$ cat src/rtl/char_rom_arbiter_pkg.sv
// -----------------------------------------------------------------------------
// char_rom_arb_pkg
// Shared types and constants for the two-requester character ROM arbiter.
//   arb_state_e        : arbiter FSM states (IDLE, BURST)
//   RD_LATENCY_NO_OREG : ROM read latency without the output register
//   RD_LATENCY_OREG    : ROM read latency with the output register enabled
//   rsp_tag_t          : per-beat tag carried alongside the ROM read
// -----------------------------------------------------------------------------
package char_rom_arb_pkg;

   typedef enum logic {
      IDLE  = 1'b0,
      BURST = 1'b1
   } arb_state_e;

   localparam int RD_LATENCY_NO_OREG = 1;
   localparam int RD_LATENCY_OREG    = 2;

   typedef struct packed {
      logic valid;
      logic owner;
      logic last;
   } rsp_tag_t;

endpackage

$ cat src/rtl/char_rom_arbiter_if.sv
// -----------------------------------------------------------------------------
// char_rom_arbiter_if
// Bundles the request, response, ROM and status signals of the arbiter.
//   req0_* / req1_* : burst requests (valid/addr/len in, ready out)
//   rsp0_* / rsp1_* : read responses (valid/data/last)
//   rom_*           : ROM address, output-register enable and read data
//   busy            : arbiter activity flag
// The slave modport is the arbiter's view, the master modport the
// environment's view (requesters plus ROM).
// -----------------------------------------------------------------------------
interface char_rom_arbiter_if
   import char_rom_arb_pkg::*;
#(
   parameter int ADDR_WIDTH = 10,
   parameter int DATA_WIDTH = 32
);

   logic                  req0_valid;
   logic                  req0_ready;
   logic [ADDR_WIDTH-1:0] req0_addr;
   logic [3:0]            req0_len;
   logic                  req1_valid;
   logic                  req1_ready;
   logic [ADDR_WIDTH-1:0] req1_addr;
   logic [3:0]            req1_len;

   logic                  rsp0_valid;
   logic [DATA_WIDTH-1:0] rsp0_data;
   logic                  rsp0_last;
   logic                  rsp1_valid;
   logic [DATA_WIDTH-1:0] rsp1_data;
   logic                  rsp1_last;

   logic [ADDR_WIDTH-1:0] rom_addr;
   logic                  rom_rd_oce;
   logic [DATA_WIDTH-1:0] rom_rd_data;

   logic                  busy;

   modport slave (
      input  req0_valid, req0_addr, req0_len,
      input  req1_valid, req1_addr, req1_len,
      input  rom_rd_data,
      output req0_ready, req1_ready,
      output rsp0_valid, rsp0_data, rsp0_last,
      output rsp1_valid, rsp1_data, rsp1_last,
      output rom_addr, rom_rd_oce, busy
   );

   modport master (
      output req0_valid, req0_addr, req0_len,
      output req1_valid, req1_addr, req1_len,
      output rom_rd_data,
      input  req0_ready, req1_ready,
      input  rsp0_valid, rsp0_data, rsp0_last,
      input  rsp1_valid, rsp1_data, rsp1_last,
      input  rom_addr, rom_rd_oce, busy
   );

endinterface

$ cat src/rtl/char_rom_rsp_pipe.sv
// -----------------------------------------------------------------------------
// char_rom_rsp_pipe
// Delays the per-beat {valid, owner, last} tag by RD_LATENCY cycles so it
// lines up with the data leaving the ROM.
//   clk, rst    : clock and synchronous active-high reset
//   tag_in      : tag of the beat currently on rom_addr
//   tag_out     : tag of the beat whose data is on rom_rd_data now
//   first_valid : a beat sits in the first stage (drives the ROM oce)
//   any_valid   : at least one beat is still in flight
// -----------------------------------------------------------------------------
module char_rom_rsp_pipe
   import char_rom_arb_pkg::*;
#(
   parameter int RD_LATENCY = RD_LATENCY_NO_OREG
) (
   input  logic     clk,
   input  logic     rst,
   input  rsp_tag_t tag_in,
   output rsp_tag_t tag_out,
   output logic     first_valid,
   output logic     any_valid
);

   rsp_tag_t stage_q [RD_LATENCY];
   rsp_tag_t stage_d [RD_LATENCY];

   // Each stage takes the one before it; stage 0 captures the issued beat.
   always_comb begin
      stage_d[0] = tag_in;
      for (int i = 1; i < RD_LATENCY; i++) begin
         stage_d[i] = stage_q[i-1];
      end
   end

   // Reset flushes every stage so aborted beats never produce a response.
   always_ff @(posedge clk) begin
      if (rst) begin
         for (int i = 0; i < RD_LATENCY; i++) begin
            stage_q[i] <= '0;
         end
      end else begin
         for (int i = 0; i < RD_LATENCY; i++) begin
            stage_q[i] <= stage_d[i];
         end
      end
   end

   // OR of all stage valids tells the top whether anything is in flight.
   always_comb begin
      any_valid = 1'b0;
      for (int i = 0; i < RD_LATENCY; i++) begin
         any_valid = any_valid | stage_q[i].valid;
      end
   end

   assign tag_out     = stage_q[RD_LATENCY-1];
   assign first_valid = stage_q[0].valid;

endmodule

$ cat src/rtl/char_rom_arbiter.sv
// -----------------------------------------------------------------------------
// char_rom_arbiter
// Round-robin arbiter giving two requesters burst access to a character ROM.
//   clk, rst : clock and synchronous active-high reset
//   bus      : char_rom_arbiter_if slave modport (requests, responses, ROM
//              port and busy flag)
// A granted burst of len+1 beats is issued one address per cycle starting the
// cycle after acceptance; responses return RD_LATENCY cycles later.
// -----------------------------------------------------------------------------
module char_rom_arbiter
   import char_rom_arb_pkg::*;
#(
   parameter int ADDR_WIDTH = 10,
   parameter int DATA_WIDTH = 32,
   parameter int RD_LATENCY = RD_LATENCY_NO_OREG
) (
   input  logic               clk,
   input  logic               rst,
   char_rom_arbiter_if.slave  bus
);

   arb_state_e            state_q, state_d;
   logic                  ptr_q, ptr_d;
   logic                  owner_q, owner_d;
   logic                  last_q, last_d;
   logic                  issue_q, issue_d;
   logic [3:0]            len_q, len_d;
   logic [3:0]            cnt_q, cnt_d;
   logic [ADDR_WIDTH-1:0] rom_addr_q, rom_addr_d;

   logic                  grant_valid;
   logic                  grant_sel;
   rsp_tag_t              tag_in, tag_out;
   logic                  first_valid, any_valid;

   // Grant only from IDLE; with both requesting, the pointer decides.
   // Reset masks the grant so ready stays low while rst is held.
   always_comb begin
      grant_valid = !rst && (state_q == IDLE) && (bus.req0_valid || bus.req1_valid);
      if (bus.req0_valid && bus.req1_valid) begin
         grant_sel = ptr_q;
      end else begin
         grant_sel = bus.req1_valid;
      end
   end

   // Next-state logic: acceptance loads the first beat onto rom_addr for the
   // following cycle; in BURST each cycle advances one beat until the final
   // beat is on the bus, after which the FSM drops back to IDLE.
   always_comb begin
      state_d    = state_q;
      ptr_d      = ptr_q;
      owner_d    = owner_q;
      len_d      = len_q;
      cnt_d      = cnt_q;
      rom_addr_d = rom_addr_q;
      issue_d    = 1'b0;
      last_d     = 1'b0;
      case (state_q)
         IDLE: begin
            if (grant_valid) begin
               state_d    = BURST;
               ptr_d      = ~grant_sel;
               owner_d    = grant_sel;
               len_d      = grant_sel ? bus.req1_len  : bus.req0_len;
               rom_addr_d = grant_sel ? bus.req1_addr : bus.req0_addr;
               cnt_d      = 4'd0;
               issue_d    = 1'b1;
               last_d     = (len_d == 4'd0);
            end
         end
         BURST: begin
            if (cnt_q == len_q) begin
               state_d = IDLE;
            end else begin
               cnt_d      = cnt_q + 4'd1;
               rom_addr_d = rom_addr_q + ADDR_WIDTH'(1);
               issue_d    = 1'b1;
               last_d     = (cnt_d == len_q);
            end
         end
         default: begin
            state_d = IDLE;
         end
      endcase
   end

   // State register; reset aborts any burst and re-arms the pointer to req0.
   always_ff @(posedge clk) begin
      if (rst) begin
         state_q    <= IDLE;
         ptr_q      <= 1'b0;
         owner_q    <= 1'b0;
         last_q     <= 1'b0;
         issue_q    <= 1'b0;
         len_q      <= 4'd0;
         cnt_q      <= 4'd0;
         rom_addr_q <= '0;
      end else begin
         state_q    <= state_d;
         ptr_q      <= ptr_d;
         owner_q    <= owner_d;
         last_q     <= last_d;
         issue_q    <= issue_d;
         len_q      <= len_d;
         cnt_q      <= cnt_d;
         rom_addr_q <= rom_addr_d;
      end
   end

   // The tag travels with the beat currently on rom_addr.
   always_comb begin
      tag_in       = '0;
      tag_in.valid = issue_q;
      tag_in.owner = owner_q;
      tag_in.last  = last_q;
   end

   char_rom_rsp_pipe #(
      .RD_LATENCY (RD_LATENCY)
   ) u_rsp_pipe (
      .clk         (clk),
      .rst         (rst),
      .tag_in      (tag_in),
      .tag_out     (tag_out),
      .first_valid (first_valid),
      .any_valid   (any_valid)
   );

   // Response steering: ROM data is passed straight to the owner and zeroed
   // otherwise, so idle data lines read as zero.
   always_comb begin
      bus.req0_ready = grant_valid && !grant_sel;
      bus.req1_ready = grant_valid &&  grant_sel;
      bus.rsp0_valid = tag_out.valid && !tag_out.owner;
      bus.rsp1_valid = tag_out.valid &&  tag_out.owner;
      bus.rsp0_last  = bus.rsp0_valid && tag_out.last;
      bus.rsp1_last  = bus.rsp1_valid && tag_out.last;
      bus.rsp0_data  = bus.rsp0_valid ? bus.rom_rd_data : {DATA_WIDTH{1'b0}};
      bus.rsp1_data  = bus.rsp1_valid ? bus.rom_rd_data : {DATA_WIDTH{1'b0}};
      bus.rom_addr   = rom_addr_q;
      bus.rom_rd_oce = (RD_LATENCY == RD_LATENCY_OREG) ? first_valid : 1'b0;
      bus.busy       = (state_q != IDLE) || any_valid;
   end

endmodule

$ cat src/flat_wrapper.sv
// flat-port wrapper written by rule: the top's interface ports become plain ports
module char_rom_arbiter_flat import char_rom_arb_pkg::*;
#(
   parameter int ADDR_WIDTH = 10,
   parameter int DATA_WIDTH = 32,
   parameter int RD_LATENCY = RD_LATENCY_NO_OREG
)
  (clk, rst, bus_req0_valid, bus_req0_addr, bus_req0_len, bus_req1_valid, bus_req1_addr, bus_req1_len, bus_rom_rd_data, bus_req0_ready, bus_req1_ready, bus_rsp0_valid, bus_rsp0_data, bus_rsp0_last, bus_rsp1_valid, bus_rsp1_data, bus_rsp1_last, bus_rom_addr, bus_rom_rd_oce, bus_busy);
  char_rom_arbiter_if #(.ADDR_WIDTH(ADDR_WIDTH), .DATA_WIDTH(DATA_WIDTH)) bus_i ();
  input  logic clk;
  input  logic rst;
  input wire logic [$bits(bus_i.req0_valid)-1:0] bus_req0_valid;
  input wire logic [$bits(bus_i.req0_addr)-1:0] bus_req0_addr;
  input wire logic [$bits(bus_i.req0_len)-1:0] bus_req0_len;
  input wire logic [$bits(bus_i.req1_valid)-1:0] bus_req1_valid;
  input wire logic [$bits(bus_i.req1_addr)-1:0] bus_req1_addr;
  input wire logic [$bits(bus_i.req1_len)-1:0] bus_req1_len;
  input wire logic [$bits(bus_i.rom_rd_data)-1:0] bus_rom_rd_data;
  output wire logic [$bits(bus_i.req0_ready)-1:0] bus_req0_ready;
  output wire logic [$bits(bus_i.req1_ready)-1:0] bus_req1_ready;
  output wire logic [$bits(bus_i.rsp0_valid)-1:0] bus_rsp0_valid;
  output wire logic [$bits(bus_i.rsp0_data)-1:0] bus_rsp0_data;
  output wire logic [$bits(bus_i.rsp0_last)-1:0] bus_rsp0_last;
  output wire logic [$bits(bus_i.rsp1_valid)-1:0] bus_rsp1_valid;
  output wire logic [$bits(bus_i.rsp1_data)-1:0] bus_rsp1_data;
  output wire logic [$bits(bus_i.rsp1_last)-1:0] bus_rsp1_last;
  output wire logic [$bits(bus_i.rom_addr)-1:0] bus_rom_addr;
  output wire logic [$bits(bus_i.rom_rd_oce)-1:0] bus_rom_rd_oce;
  output wire logic [$bits(bus_i.busy)-1:0] bus_busy;
  assign bus_i.req0_valid = bus_req0_valid;
  assign bus_i.req0_addr = bus_req0_addr;
  assign bus_i.req0_len = bus_req0_len;
  assign bus_i.req1_valid = bus_req1_valid;
  assign bus_i.req1_addr = bus_req1_addr;
  assign bus_i.req1_len = bus_req1_len;
  assign bus_i.rom_rd_data = bus_rom_rd_data;
  assign bus_req0_ready = bus_i.req0_ready;
  assign bus_req1_ready = bus_i.req1_ready;
  assign bus_rsp0_valid = bus_i.rsp0_valid;
  assign bus_rsp0_data = bus_i.rsp0_data;
  assign bus_rsp0_last = bus_i.rsp0_last;
  assign bus_rsp1_valid = bus_i.rsp1_valid;
  assign bus_rsp1_data = bus_i.rsp1_data;
  assign bus_rsp1_last = bus_i.rsp1_last;
  assign bus_rom_addr = bus_i.rom_addr;
  assign bus_rom_rd_oce = bus_i.rom_rd_oce;
  assign bus_busy = bus_i.busy;
  char_rom_arbiter #(.ADDR_WIDTH(ADDR_WIDTH), .DATA_WIDTH(DATA_WIDTH), .RD_LATENCY(RD_LATENCY)) u_core (.clk(clk), .rst(rst), .bus(bus_i));
endmodule
$ cat config.mk
export PLATFORM = sky130hd
export DESIGN_NAME = char_rom_arbiter_flat
export DESIGN_NICKNAME = d
export VERILOG_FILES = /design/src/rtl/char_rom_arbiter_pkg.sv /design/src/rtl/char_rom_arbiter_if.sv /design/src/rtl/char_rom_rsp_pipe.sv /design/src/rtl/char_rom_arbiter.sv /design/src/flat_wrapper.sv
export SDC_FILE = /design/constraint.sdc
export NUM_CORES = 1
export LEC_CHECK = 0
export ABC_AREA = 0
export CELL_PAD_IN_SITES_DETAIL_PLACEMENT = 0
export CELL_PAD_IN_SITES_GLOBAL_PLACEMENT = 1
export CORE_UTILIZATION = 23
export DETAILED_ROUTE_END_ITERATION = 7
export PLACE_DENSITY_LB_ADDON = 0.1
export SYNTH_ARGS = -nofsm -noshare
export SYNTH_HDL_FRONTEND = slang
export SYNTH_SLANG_ARGS = --single-unit
$ cat constraint.sdc
create_clock -name clk -period 2 [get_ports clk]
set_input_delay 0.2 -clock clk [delete_from_list [all_inputs] [get_ports clk]]
set_output_delay 0.2 -clock clk [all_outputs]
set_load 0.005 [all_outputs]
==> results of run 1 <==
## worst max path at each step
stage                                   endpoint  slack [ps]  cells past startpoint
final                             bus_req0_ready         120                      4
after global routing           bus_rsp1_data[27]          20                      3
after detailed placement  u_core.bus.rom_addr[7]          80                      6
after global placement            bus_req0_ready         110                      5
after floorplan           u_core.bus.rom_addr[2]         400                      5
after CTS                         bus_req0_ready          20                      4
## where the power goes
group,switching (uW),internal [uW]
combinational,319,424
clock,187,147
sequential,68.4,553
total,574,1120
## stage by stage
step	instance area (um2)	worst slack [ps]	utilization
4_1_cts	3720	23.5	0.446
6_report	3730	120	0.447
3_3_place_gp	3670	115	0.440
2_1_floorplan	2010	395	-
5_1_grt	3730	19.0	0.447
3_5_place_dp	3670	78.6	0.440
## cells in the final DEF, fill, tap and decap left out, drive strengths merged, types with 2 or more instances in the layout
cell           instances
clkdlybuf4s50        144
and3                  38
and2                  35
dfxtp                 25
buf                   23
nand3                 13
nor2                  12
nand2                 11
a21oi                  6
xor2                   6
nand4                  6
o21ai                  6
a21boi                 5
a311oi                 5
nor2b                  5
a211oi                 4
inv                    4
nand2b                 3
and4                   3
or3                    3
a31o                   3
xnor2                  3
clkbuf                 3
o41ai                  3
o31ai                  2
nor4                   2
a32o                   2
a21o                   2
a221oi                 2
o211a                  2
mux2i                  2
nor3                   2
ha                     2
## final cells by class
| class | instances | area, um2 |
|---|---|---|
| sequential | 25 | 502 |
| clock buffer | 3 | 41.3 |
| clock inverter | 1 | 8.76 |
| multi-input combinational | 207 | 1400 |
| fill | 846 | 4610 |
| timing repair buffer | 167 | 1630 |
| tap | 105 | 131 |
| inverter | 4 | 15.0 |
## cell usage after synthesis (all sizes together) (2+ instances only)
| cell | n |
|---|---|
| clkbuf | 16 |
| xnor2 | 3 |
| buf | 6 |
| nand4 | 6 |
| nand2b | 3 |
| nand3 | 13 |
| nor2 | 12 |
| ha | 2 |
| a32o | 2 |
| nor3 | 2 |
| nor2b | 5 |
| mux2i | 2 |
| a31o | 3 |
| dfxtp | 25 |
| a211oi | 4 |
| xor2 | 6 |
| nor4 | 2 |
| and2 | 35 |
| a21o | 2 |
| a311oi | 5 |
| o31ai | 2 |
| inv | 3 |
| o211a | 2 |
| a221oi | 2 |
| o41ai | 3 |
| nand2 | 11 |
| a21oi | 6 |
| a21boi | 5 |
| or3 | 3 |
| and3 | 38 |
| and4 | 3 |
| o21ai | 6 |
## flip-flops by register name (all words and copies together) (netlist names)
name                       cells
u_core.bus.rom_addr           10
u_core.cnt_q                   4
u_core.last_q                  1
u_core.len_q                   4
u_core.owner_q                 1
u_core.ptr_q                   1
u_core.state_q                 1
u_core.u_rsp_pipe.stage_q      3
## worst max-delay path: stages (launching register included)
cell and delay [ps]:
dfxtp_2 390, o21ba_2 250, nand2_1 110, a21oi_1 140
clkdlybuf4s50_1 510
## per-layer routing
| metal | vias up | share of wire | global-route usage |
|---|---|---|---|
| met2 | 107 | 0.49 | 0.316 |
| li1 | 1251 | - | - |
| met1 | 1153 | 0.41 | 0.201 |
| met3 | 12 | 0.090 | 0.0375 |
| met5 | - | 0 | 0 |
| met4 | 0 | 0.012 | 0.0460 |
## logic make-up after synthesis
| logic type | synth area share |
|---|---|
| and+or+nand+nor | 0.391 |
| AOI/OAI and AO/OA | 0.234 |
| buffers and inverters | 0.0571 |
| DFF | 0.248 |
| xor gates and xnor gates | 0.0391 |
| muxes | 0.0155 |
| adders and majority gates | 0.0124 |
| other | 0.00186 |
==> out/metrics.yaml, run 1 <==
outcome:
  status: "complete, no violations"
global_route:
  grtUsageTotal: 0.173
  grt_pass1_vias: 2361
  antenna_found_initial: 0
  overflow: 0
  grt_pass1_wl_um: 12400
  grt_max_degree: 35
worst_setup_path:
  crit_path_end_kind: "primary output"
  path_max_fanout: 9
  r2r_slack_ps: 260
  r2r-end: "u_core.cnt_q[2]"
  start_kind: "register"
  crit_start: "u_core.state_q"
  worstPathArrival_ps: 1680
  reg2reg_depth: 5
  path_class: "reg -> out"
  required_ps: 1800
  r2r-start: "u_core.cnt_q[3]"
logic_synthesis:
  ys_warn_count: 0
  avgSynthCellArea_um2: 7.81
  async_flop_share: 0
  synth_top_area_frac: 0.248
  synth.net_count: 324
  synth-seq-area-share: 0.248
  synth_cells: 258
  synthFlopType: "dfxtp_1"
  synth_seq_cells: 25
  synth_top_cell_by_area: "dfxtp_1"
  netlist_area_mm2: 0.00201
  synth_edf_count: 0
  synthDistinctLibCells: 57
  synthTopCellsByArea: "dfxtp_1 25%, and3_1 12%, and2_1 11%"
floorplan:
  die_h_um: 95.6
  dieWidth_um: 95.6
  initial_core_util: 0.242
  coreArea_mm2: 0.00834
  io_pins: 146
  rows: 33
  die-area_mm2: 0.00914
pwr:
  design_power_total_uw: 1700
  vdd.ir_drop.worst_mv: 0.272
  p_leak_uw: 0.00154
  powerDensity_mw_per_mm2: 456
cells_and_area:
  fin_cells: 512
  drive_gt1_frac: 0.0983
  area_growth_pct: 85.0
  nets: 474
  num_antenna_cells: 0
cts:
  hold_buffers: 0
  h-tree-depth: 1
  cts_root_buffer: "clkbuf_8"
  clk_pin_slew_ps: 100
  numCtsBuffers: 3
  clk_path_buf_depth: 2
  clock_latency_ps: 280
  cts_tree: "built"
  cts_resized: 0
  post_cts_buffers: 0
  clock_sinks: 25
detailed_routing:
  wl_per_cell_um: 15.6
  drtPass1Iterations: 4
  drt_iter0_drc: 62
  drtAntennaViolNets: 0
  vias: 2523
  routed_wirelength_um: 8010
  drc: 0
  via_per_inst: 4.93
sta:
  setup_tns_ps: 0
  skew_ps: 3.27
  timing.fmax_ghz: 0.532
  hold_viol: 0
  layout_min_cycle_time_ps: 1880
  finalSetupViolCount: 0
  hold_ws_ps: 450
  rsz0062_at_grt: "false"
  slew_viol_final: 0
  finalCritPeriodShare: 0.940
min_path:
  min_to: "u_core.u_rsp_pipe.stage_q[0][0]"
  hp-class: "reg -> reg"
  min_from: "u_core.last_q"
  whs_path_depth: 1
placement:
  hpwl_um: 6250
  placed_cells: 508
  place.port_buffers: 144
  routabilityCongestion: 0.792
run:
  cap_violations: 0
Note: power is estimated with default switching activity, not from simulation.
==> run 2, diff against run 1 <==
--- a/config.mk
+++ b/config.mk
@@ -5,12 +5,13 @@
 export SDC_FILE = /design/constraint.sdc
 export NUM_CORES = 1
 export LEC_CHECK = 0
-export ABC_AREA = 0
+export ABC_AREA = 1
 export CELL_PAD_IN_SITES_DETAIL_PLACEMENT = 0
 export CELL_PAD_IN_SITES_GLOBAL_PLACEMENT = 1
-export CORE_UTILIZATION = 23
+export CORE_UTILIZATION = 21
 export DETAILED_ROUTE_END_ITERATION = 7
 export PLACE_DENSITY_LB_ADDON = 0.1
+export SETUP_SLACK_MARGIN = 0.3
 export SYNTH_ARGS = -nofsm -noshare
 export SYNTH_HDL_FRONTEND = slang
 export SYNTH_SLANG_ARGS = --single-unit
==> run 2 against run 1 <==
First-iteration DRC count increased by 42%. Sequential power down 3.9%. Synthesized cell count is 43% higher. Design area up 1.7%. Setup slack improved by 240 ps. Combinational power shrank 11%. Sequential share of layout area shrank 0.099 points. Sequential cell count is the same. Utilization is 3.6 points lower. Clock power is 2% lower. Clock skew grew 1.7 ps. Global-route usage decreased by 1.8 points.
==> out/metrics.yaml, run 2 <==
outcome:
  status: "complete, no violations"
cts:
  cts_tree: "built"
  hold_buffers: 0
  cts_root_buffer: "clkbuf_8"
  clock_latency_ps: 280
  clk_path_buf_depth: 2
  h-tree-depth: 1
  numCtsBuffers: 3
  clock_sinks: 25
  clk_pin_slew_ps: 100
pwr:
  p_int_uw: 1030
  p_leak_uw: 0.00227
  vdd.ir_drop.worst_mv: 0.245
  clkPwrFrac: 0.207
  comb_power_share: 0.417
  seqPwrFrac: 0.376
  powerDensity_mw_per_mm2: 419
  p_switching_uw: 558
  sw_frac_of_total: 0.352
worst_setup_path:
  cpPeakStageDelay_ps: 480
  worstPathArrival_ps: 1440
  path_class: "reg -> out"
  path_max_fanout: 14
  crit_chain: "nand2_4 > buf_16 > inv_1 > clkdlybuf4s50_1"
  slowest_stage: "clkdlybuf4s50_1"
  start_kind: "register"
  crit_path_end_kind: "primary output"
  required_ps: 1800
detailed_routing:
  drtAntennaViolNets: 0
  drc: 0
  drtPass1Iterations: 4
  vias: 2685
  via_per_inst: 4.11
  routed_wirelength_um: 7970
  wl_per_cell_um: 12.2
  drt_iter0_drc: 88
sta:
  rsz0062_at_grt: "false"
  finalCritPeriodShare: 0.818
  setup_tns_ps: 0
  skew_ps: 4.93
  timing.fmax_ghz: 0.611
  slew_viol_final: 0
  finalSetupViolCount: 0
  hold_viol: 0
  hold_ws_ps: 419
  layout_min_cycle_time_ps: 1640
logic_synthesis:
  synth_top_cell_by_area: "dfxtp_1"
  synthTopCellsByArea: "dfxtp_1 25%, nor2_1 17%, nand2_1 16%"
  synth_top_area_frac: 0.250
  synth-seq-area-share: 0.250
  synth.net_count: 436
  async_flop_share: 0
  synthFlopType: "dfxtp_1"
  netlist_area_mm2: 0.00201
  synthDistinctLibCells: 30
  avgSynthCellArea_um2: 5.42
  synth_edf_count: 0
  synth.most_common_cell: "nor2_1"
  ys_warn_count: 0
  synth_cells: 370
  ys_top_cells_by_count: "91 x nor2_1, 83 x nand2_1, 69 x inv_1, 27 x nand3_1, 25 x dfxtp_1"
  synth_seq_cells: 25
floorplan:
  io_pins: 146
  rows: 35
  dieWidth_um: 99.7
  die-area_mm2: 0.00995
  initial_core_util: 0.217
  die_h_um: 99.7
  coreArea_mm2: 0.00924
cells_and_area:
  num_antenna_cells: 0
  mostFrequentLayoutCell: "nor2_1"
  fin_util: 0.410
  register_area_um2: 507
  layout_common_cells: "85 x nor2_1, 82 x nand2_1, 72 x clkdlybuf4s50_1"
  multi_input_area_mm2: 0.00119
  n_fill_cell: 993
  area_growth_pct: 89.0
  nets: 591
  largest_register_ffs: 10
  drive_gt1_frac: 0.132
placement:
  hpwl_um: 6020
  place.port_buffers: 144
  routabilityCongestion: 0.786
global_route:
  grt_pass1_wl_um: 12200
  antenna_found_initial: 0
  grt_max_degree: 18
  overflow: 0
  grtUsageTotal: 0.155
  grt_pass1_vias: 2500
min_path:
  hp-class: "reg -> reg"
run:
  cap_violations: 0
-- run 2: power by group through the flow --
stage | Clock (uW) | Sequential (uW) | Combinational, uW
6_report | 328 | 597 | 661
5_1_grt | 357 | 605 | 742
4_1_cts | 340 | 597 | 666
3_5_place_dp | 0 | 606 | 652
3_3_place_gp | 0 | 607 | 654
2_1_floorplan | 0 | 602 | 319
-- run 2: path summary, 6_finish.rpt --
check	startpoint	to	slack, ps	depth (start not counted)
setup / recovery	u_core.u_rsp_pipe.stage_q[0][1]	bus_rsp1_valid	360	4
hold / removal	u_core.last_q	u_core.u_rsp_pipe.stage_q[0][0]	420	2
setup reg to reg	u_core.cnt_q[0]	u_core.bus.rom_addr[2]	520	9
hold reg to reg	u_core.last_q	u_core.u_rsp_pipe.stage_q[0][0]	420	2
-- run 2: timing repair --
item / 4_1_cts / 5_1_grt
gates resized for setup: 69 / 68
setup buffers: 7 / 1
cloned: 2 / 0
setup endpoints to repair: 66 / 47
pin swaps: 2 / 1
-- run 2: metrics by stage --
| stage | worst slack (ps) | power, uW | std cells | instance area (um2) |
|---|---|---|---|---|
| after floorplan | 735 | 920 | 370 | 2010 |
| after global placement | 84.6 | 1260 | 639 | 3620 |
| after detailed placement | 83.2 | 1260 | 639 | 3620 |
| after CTS | 134 | 1600 | 652 | 3770 |
| after global routing | 298 | 1700 | 653 | 3790 |
| final | 364 | 1590 | 653 | 3790 |
-- run 2: cells by family after synthesis --
| group | Yosys count | share of synthesized area |
|---|---|---|
| flops | 25 | 0.250 |
| buf+inv | 87 | 0.175 |
| fa+ha+maj | 2 | 0.0125 |
| simple gates | 217 | 0.452 |
| xor+xnor | 2 | 0.00874 |
| compound gates | 36 | 0.101 |
| other cells | 1 | 0.00187 |
-- run 2: cell type report --
| cell class | instances | area share |
|---|---|---|
| clock buffers | 3 | 0.0109 |
| clock inverters | 1 | 0.00198 |
| inverters | 73 | 0.0723 |
| multi-input cells | 258 | 0.315 |
| flip-flops and latches | 25 | 0.134 |
| well taps | 129 | 0.0426 |
| repair buffers | 164 | 0.424 |
-- run 2: worst max-delay path: cells and delay by family, from the launching register on --
kind | cells | cell delay, ps
flops | 1 | 380
buf+inv | 3 | 690
simple gates | 1 | 80
-- run 2: routing by layer --
layer | vias to the layer above | global-route usage | wire length (um)
met3 | 5 | 0.0239 | 474
met1 | 1178 | 0.182 | 3470
li1 | 1412 | - | -
met4 | 0 | 0.0305 | 57
met5 | - | 0 | 0
met2 | 90 | 0.295 | 3970
